File: src/rtl/alu_seq_if.sv
// Bus bundle between the command source, the alu_seq sequencer, the ALU and the result consumer.
// The slave modport is the sequencer's view; master is the surrounding environment.
interface alu_seq_if #(
   parameter int W = 3
);
   logic             in_valid;
   logic             in_ready;
   logic [W-1:0]     in_a;
   logic [W-1:0]     in_b;
   logic [1:0]       in_op;
   logic [W-1:0]     alu_a;
   logic [W-1:0]     alu_b;
   logic [1:0]       alu_op;
   logic             alu_init;
   logic             alu_done;
   logic [2*W-1:0]   alu_result;
   logic             res_valid;
   logic             res_ready;
   logic [2*W-1:0]   res_data;
   logic             res_err;

   modport slave (
      input  in_valid, in_a, in_b, in_op, alu_done, alu_result, res_ready,
      output in_ready, alu_a, alu_b, alu_op, alu_init, res_valid, res_data, res_err
   );

   modport master (
      output in_valid, in_a, in_b, in_op, alu_done, alu_result, res_ready,
      input  in_ready, alu_a, alu_b, alu_op, alu_init, res_valid, res_data, res_err
   );
endinterface

File: src/rtl/alu_seq.sv
// Command sequencer in front of the add/sub/multiply ALU with a held result register.
// Define ALU_SEQ_TIMEOUT_EN to add a TIMEOUT_CYCLES watchdog on the multiply wait.
module alu_seq #(
   parameter int W              = 3,
   parameter int TIMEOUT_CYCLES = 64
) (
   input  logic      clk,
   input  logic      rst_n,
   alu_seq_if.slave  bus
);
   typedef enum logic [2:0] {
      IDLE     = 3'd0,
      EXEC     = 3'd1,
      MUL_INIT = 3'd2,
      MUL_WAIT = 3'd3,
      RESP     = 3'd4
   } state_t;

   state_t           state_q, state_d;
   logic [W-1:0]     a_q, a_d, b_q, b_d;
   logic [1:0]       op_q, op_d;
   logic [2*W-1:0]   data_q, data_d;
   logic             err_q, err_d;
   logic             in_ready_q, res_valid_q, init_q;
   logic             timeout_s;

`ifdef ALU_SEQ_TIMEOUT_EN
   localparam int CW = $clog2(TIMEOUT_CYCLES + 1);
   logic [CW-1:0] cnt_q;

   // Watchdog counter: held at zero outside MUL_WAIT so it restarts on every entry.
   always_ff @(posedge clk or negedge rst_n) begin
      if (!rst_n) begin
         cnt_q <= '0;
      end else if (state_q != MUL_WAIT) begin
         cnt_q <= '0;
      end else begin
         cnt_q <= cnt_q + CW'(1'b1);
      end
   end

   assign timeout_s = (cnt_q == CW'(TIMEOUT_CYCLES - 1));
`else
   assign timeout_s = 1'b0;
`endif

   // Next-state and captured-data logic.
   always_comb begin
      state_d = state_q;
      a_d     = a_q;
      b_d     = b_q;
      op_d    = op_q;
      data_d  = data_q;
      err_d   = err_q;
      case (state_q)
         IDLE: begin
            // in_ready_q gates acceptance so nothing is taken in the first cycle after reset.
            if (bus.in_valid && in_ready_q) begin
               a_d  = bus.in_a;
               b_d  = bus.in_b;
               op_d = bus.in_op;
               case (bus.in_op)
                  2'b00, 2'b01: state_d = EXEC;
                  2'b10:        state_d = MUL_INIT;
                  default: begin
                     state_d = RESP;
                     data_d  = '0;
                     err_d   = 1'b1;
                  end
               endcase
            end else begin
               state_d = IDLE;
            end
         end
         EXEC: begin
            data_d  = bus.alu_result;
            err_d   = 1'b0;
            state_d = RESP;
         end
         MUL_INIT: begin
            state_d = MUL_WAIT;
         end
         MUL_WAIT: begin
            if (bus.alu_done) begin
               data_d  = bus.alu_result;
               err_d   = 1'b0;
               state_d = RESP;
            end else if (timeout_s) begin
               data_d  = '0;
               err_d   = 1'b1;
               state_d = RESP;
            end else begin
               state_d = MUL_WAIT;
            end
         end
         RESP: begin
            if (bus.res_ready) begin
               state_d = IDLE;
            end else begin
               state_d = RESP;
            end
         end
         default: begin
            state_d = IDLE;
         end
      endcase
   end

   // State, operand and result registers; handshake outputs are decoded from the next state.
   always_ff @(posedge clk or negedge rst_n) begin
      if (!rst_n) begin
         state_q     <= IDLE;
         a_q         <= '0;
         b_q         <= '0;
         op_q        <= 2'b00;
         data_q      <= '0;
         err_q       <= 1'b0;
         in_ready_q  <= 1'b0;
         res_valid_q <= 1'b0;
         init_q      <= 1'b0;
      end else begin
         state_q     <= state_d;
         a_q         <= a_d;
         b_q         <= b_d;
         op_q        <= op_d;
         data_q      <= data_d;
         err_q       <= err_d;
         in_ready_q  <= (state_d == IDLE);
         res_valid_q <= (state_d == RESP);
         init_q      <= (state_d == MUL_INIT);
      end
   end

   assign bus.in_ready  = in_ready_q;
   assign bus.alu_a     = a_q;
   assign bus.alu_b     = b_q;
   assign bus.alu_op    = op_q;
   assign bus.alu_init  = init_q;
   assign bus.res_valid = res_valid_q;
   assign bus.res_data  = data_q;
   assign bus.res_err   = err_q;
endmodule

File: src/flat_wrapper.sv
// flat-port wrapper written by rule: the top's interface ports become plain ports
module alu_seq_flat 
#(
   parameter int W              = 3,
   parameter int TIMEOUT_CYCLES = 64
)
  (clk, rst_n, bus_in_valid, bus_in_a, bus_in_b, bus_in_op, bus_alu_done, bus_alu_result, bus_res_ready, bus_in_ready, bus_alu_a, bus_alu_b, bus_alu_op, bus_alu_init, bus_res_valid, bus_res_data, bus_res_err);
  alu_seq_if #(.W(W)) bus_i ();
  input  logic clk;
  input  logic rst_n;
  input wire logic [$bits(bus_i.in_valid)-1:0] bus_in_valid;
  input wire logic [$bits(bus_i.in_a)-1:0] bus_in_a;
  input wire logic [$bits(bus_i.in_b)-1:0] bus_in_b;
  input wire logic [$bits(bus_i.in_op)-1:0] bus_in_op;
  input wire logic [$bits(bus_i.alu_done)-1:0] bus_alu_done;
  input wire logic [$bits(bus_i.alu_result)-1:0] bus_alu_result;
  input wire logic [$bits(bus_i.res_ready)-1:0] bus_res_ready;
  output wire logic [$bits(bus_i.in_ready)-1:0] bus_in_ready;
  output wire logic [$bits(bus_i.alu_a)-1:0] bus_alu_a;
  output wire logic [$bits(bus_i.alu_b)-1:0] bus_alu_b;
  output wire logic [$bits(bus_i.alu_op)-1:0] bus_alu_op;
  output wire logic [$bits(bus_i.alu_init)-1:0] bus_alu_init;
  output wire logic [$bits(bus_i.res_valid)-1:0] bus_res_valid;
  output wire logic [$bits(bus_i.res_data)-1:0] bus_res_data;
  output wire logic [$bits(bus_i.res_err)-1:0] bus_res_err;
  assign bus_i.in_valid = bus_in_valid;
  assign bus_i.in_a = bus_in_a;
  assign bus_i.in_b = bus_in_b;
  assign bus_i.in_op = bus_in_op;
  assign bus_i.alu_done = bus_alu_done;
  assign bus_i.alu_result = bus_alu_result;
  assign bus_i.res_ready = bus_res_ready;
  assign bus_in_ready = bus_i.in_ready;
  assign bus_alu_a = bus_i.alu_a;
  assign bus_alu_b = bus_i.alu_b;
  assign bus_alu_op = bus_i.alu_op;
  assign bus_alu_init = bus_i.alu_init;
  assign bus_res_valid = bus_i.res_valid;
  assign bus_res_data = bus_i.res_data;
  assign bus_res_err = bus_i.res_err;
  alu_seq #(.W(W), .TIMEOUT_CYCLES(TIMEOUT_CYCLES)) u_core (.clk(clk), .rst_n(rst_n), .bus(bus_i));
endmodule
File: config.mk
export PLATFORM = sky130hd
export DESIGN_NAME = alu_seq_flat
export DESIGN_NICKNAME = d
export VERILOG_FILES = /design/src/rtl/alu_seq_if.sv /design/src/rtl/alu_seq.sv /design/src/flat_wrapper.sv
export SDC_FILE = /design/constraint.sdc
export NUM_CORES = 1
export LEC_CHECK = 0
export BUFFER_PORTS_ARGS = -buffer_cell sky130_fd_sc_hd__buf_2
export CAP_MARGIN = 0
export CELL_PAD_IN_SITES_DETAIL_PLACEMENT = 1
export CELL_PAD_IN_SITES_GLOBAL_PLACEMENT = 1
export CORE_UTILIZATION = 35
export DETAILED_ROUTE_END_ITERATION = 16
export HOLD_SLACK_MARGIN = 0.12
export PLACE_DENSITY = 0.78
export SLEW_MARGIN = 40
export SYNTH_ARGS = -nofsm -noshare
export SYNTH_HDL_FRONTEND = slang
export SYNTH_SLANG_ARGS = --single-unit
File: constraint.sdc
create_clock -name clk -period 1.59 [get_ports clk]
set_input_delay 0.2385 -clock clk [delete_from_list [all_inputs] [get_ports clk]]
set_output_delay 0.2385 -clock clk [all_outputs]
set_load 0.05 [all_outputs]
==> Yosys cells after proc, flatten, opt, wreduce, memory -nomap -nowiden <==
Index checks and enable logic that the tools add are counted.
{ "totals": {"output_inout_bits": 18, "elab_cells": 42, "ff_bits": 21, "in_bits": 19} }
{ "classes": {"reduce_logical": 9, "n_eq_ne": 11, "muxes": 13} }
{ "ops": {"columns": ["operator", "n"], "rows": [
  ["$mux W6", 3],
  ["$pmux W6 S3", 1],
  ["$pmux W3 S5", 1],
  ["$eq A3 B2 Y1 const B", 3],
  ["$mux W3", 3],
  ["$eq A3 B3 Y1 const B", 2],
  ["$logic_not A3 Y1", 2],
  ["$pmux W3 S2", 1],
  ["$ne A2 B2 Y1 const B", 2],
  ["$reduce_and A4 Y1", 1],
  ["$eq A3 B1 Y1 const B", 1],
  ["$mux W1", 3],
  ["$pmux W1 S3", 1],
  ["$reduce_bool A3 Y1", 1],
  ["$reduce_or A3 Y1", 1],
  ["$eq A2 B1 Y1 const B", 1],
  ["$eq A2 B2 Y1 const B", 1],
  ["$logic_not A2 Y1", 1],
  ["$ne A2 B1 Y1 const B", 1],
  ["$reduce_and A2 Y1", 1],
  ["$reduce_or A2 Y1", 1],
  ["$logic_and A1 B1 Y1", 1]
]} }

==> Logic depth before layout (Yosys ltp) <==
{ "logic_depth": {"depth_word": 6, "depth_mapped": 4, "depth_no_buf": 3} }

==> Worst setup path before layout <==
Ideal clock, no wire load.
{ "synth_timing": {"kind": "register -> register", "startpoint": "reg u_core.in_ready_q (netlist: u_core.bus.in_ready)", "endpoint": "reg u_core.op_q[0] (netlist: u_core.bus.alu_op[0])", "slack_ns": 0.049, "stages_incl_launch_ff": 4, "setup_time_ns": 0.125, "path_buffers": 0, "required_ns": 1.465, "period_less_slack_ns": 1.541, "t_arrival_ns": 1.416, "path_cell_list": "dfrtp_1 -> nand4bb_4 -> or2_4 -> mux2_4"} }
{ "synth_via": {"elab_chain_len": 2} }
{ "synth_rtl": {"columns": ["item", "line_no", "rtl"], "rows": [
  ["start: declaration", "alu_seq.sv:24", "logic in_ready_q, res_valid_q, init_q;"],
  ["start signal: assignment", "alu_seq.sv:128", "in_ready_q <= (state_d == IDLE);"],
  ["$logic_and A1 B1 Y1", "alu_seq.sv:58", "if (bus.in_valid && in_ready_q) begin"],
  ["$reduce_and A2 Y1 (no line)", null, null],
  ["end signal: assignment", "alu_seq.sv:125", "op_q <= op_d;"],
  ["end: declaration", "alu_seq.sv:21", "logic [1:0] op_q, op_d;"]
]} }
No other way between the ends.
A chain may end at the register's enable or synchronous reset.

==> Worst setup path in the final report <==
{ "layout_timing": {"startpoint": "reg u_core.state_q[2]", "endpoint": "reg u_core.op_q[0] (netlist: u_core.bus.alu_op[0])"} }
{ "layout_via": {"elab_chain_len": 2} }
{ "layout_rtl": {"columns": ["item", "line_no", "rtl"], "rows": [
  ["start: declaration", "alu_seq.sv:19", "state_t state_q, state_d;"],
  ["start signal: assignment", "alu_seq.sv:122", "state_q <= state_d;"],
  ["$logic_not A3 Y1", "alu_seq.sv:55", "case (state_q)"],
  ["$reduce_and A2 Y1 (no line)", null, null]
]} }
No other way between the ends.

==> out/metrics.yaml <==
status: "completed"
start_kind: "register"
final_common_cell: "buf_2"
drt-initial-drc-count: 2
diodes: 0
grt_pass1_vias: 677
cts_buffer_depth: 2
rsz0062_at_grt: "no"
min-delay-start: "bus_in_op[0]"
vias_per_cell: 4.96
max-cap-violations: 0
die_h_um: 52.5
min_period_over_period_pct: 88.1
synth-main-ff-cell: "dfrtp_1"
clock_skew_ns: 0.00185
final_cell_mix: "36 x buf_2, 21 x dfrtp_1, 9 x o21ai_0"
setup_slack_ns: 0.190
firstDrtPassIters: 3
post-synth-top-area-cell: "dfrtp_1"
synth_cell_types: 24
crit_path_end_kind: "register"
synth_area_leaders: "dfrtp_1 59%, mux2_2 7.6%, o21ai_0 5.1%"
layout-drive-gt1-share_pct: 49.5
place_ws_ns: 0.198
cts.clk_slew.worst_paths_ns: 0.11
antenna_found_initial: 0
grt_overflow: 0
numCtsBuffers: 3
drtAntennaViolNets: 0
tritoncts: "built"
r2r_end: "u_core.bus.alu_op[0]"
ys_ff_latch: 21
die_w_um: 52.5
port_buffers: 36
grt.total_usage_pct: 17.4
seq_area_frac_synth_pct: 59.0
fmax_ghz: 0.714
setup_tns_ns: 0
synthCells: 70
place.detailed.hpwl_um: 1610
r2r.worst_path.cells: 3
whs_path_depth: 2
cts-htree-levels: 1
path_class: "register to register"
ioPinCount: 37
num-nets-final: 131
min_to: "u_core.bus.alu_init"
worstMarginPinSlew_ns: 0.461
postSynthNetCount: 89
synth-edff-count: 0
vias: 690
num-fill-cells: 272
cellPowerDensity_nw_per_um2: 2350
r2r_slack_ns: 0.19
die_area_um2: 2750
final_cell_area_um2: 1140
required_ns: 1.79
core-area_um2: 2300
dpl_cell_area_um2: 1100
ys_async_sr_fraction_pct: 100
path_max_fanout: 5
max_slew_margin_pct: 69.2
grt_pass1_wl_um: 3350
insertion_delay_ns: 0.30
drc: 0
drv_slew: 0
setup_viol: 0
period_needed_ns: 1.40
crit_arrival_ns: 1.60
peakVddDrop_v: 0.00112
leakage_nw: 0.574
avgSynthCellArea_um2: 12.7
finalHoldViolations: 0
ys_warn_count: 0
avgRoutedWirePerCell_um: 15.0
cts.sinks: 21
rows: 17
initial_core_util_pct: 38.8
synth_area_um2: 891
reg2reg_from: "u_core.state_q[2]"
synth_top_area_share_pct: 59.0
cts_root_buf: "clkbuf_4"
hp-class: "input port to register"
areaGrowthSynthToFinish_pct: 27.8
drt-total-wl_um: 2090
gp_congestion: 0.723
grt_max_degree: 22
## worst max path at each step
stage,startpoint,endpoint
2_1_floorplan,u_core.bus.in_ready,u_core.bus.alu_op[0]
3_3_place_gp,u_core.state_q[2],u_core.bus.alu_op[0]
3_5_place_dp,u_core.state_q[2],u_core.bus.alu_a[0]
4_1_cts,u_core.state_q[2],u_core.bus.alu_a[0]
5_1_grt,u_core.state_q[2],u_core.bus.res_data[5]
6_report,u_core.state_q[2],u_core.bus.alu_op[0]
## through the flow
stage          hold WS [ns]  power [mW]  instances  utilization, %
5_1_grt               0.136        2.84        139            49.6
3_5_place_dp          0.222        2.45        134            48.0
3_3_place_gp          0.215        2.40        134            48.0
6_report              0.142        2.68        139            49.6
4_1_cts               0.138        2.71        139            49.6
2_1_floorplan       -0.0571        2.09         70               -
## repair_timing
action	4_1_cts	5_1_grt
endpoints found under the setup margin	0	0
resized for setup	0	0
hold buffers	1	0
setup buffers	0	0
hold endpoints to repair	21	0
## routing by layer
| layer | vias to the layer above | track usage (%) | wire, um |
|---|---|---|---|
| li1 | 327 | - | - |
| met1 | 338 | 21.5 | 925 |
| met2 | 21 | 29.5 | 1030 |
| met3 | 4 | 2.61 | 89 |
| met4 | 0 | 7.89 | 47 |
| met5 | - | 0 | 0 |
## cells by family (layout without fill, tap and decap cells)
group / after synthesis / after routing / share of synthesized area (%)
AND/OR/NAND/NOR: 16 / 16 / 15.6
AO/OA/AOI/OAI: 18 / 18 / 11.9
buffers and inverters: 8 / 49 / 4.21
flip-flops: 21 / 21 / 59.0
multiplexers: 7 / 7 / 9.27
## state kept, by name, indices dropped and copies added, names as in the netlist
signal	flops
u_core.bus.alu_a	3
u_core.bus.alu_op	2
u_core.bus.in_ready	1
u_core.bus.alu_b	3
u_core.bus.alu_init	1
u_core.bus.res_valid	1
u_core.bus.res_data	6
u_core.bus.res_err	1
u_core.state_q	3
## critical path: stages, from the launching register on
cell and delay (ns):
dfrtp_1 0.43, nand4bb_4 0.29, or2_4 0.29, mux2_4 0.30
## Yosys cell counts (2+ instances only)
library cell	count
mux2_2	6
o21ai_0	9
dfrtp_1	21
o22ai_1	6
nand2_1	2
inv_1	7
or2_2	2
## area by class of cell
type | instances | area, um2 | share of cell area [%]
sequential | 21 | 526 | 46.2
multi-input combinational | 41 | 328 | 28.8
timing repair buffer | 38 | 198 | 17.4
tap | 28 | 35.0 | 3.08
clock buffer | 4 | 26.3 | 2.31
inverter | 7 | 26.3 | 2.31
## power by group
part	switching, mW	total [mW]	internal, mW
Sequential	0.144	0.913	0.769
Combinational	1.06	1.51	0.457
Clock	0.154	0.252	0.0976
Note: power is estimated with default switching activity, not from simulation.
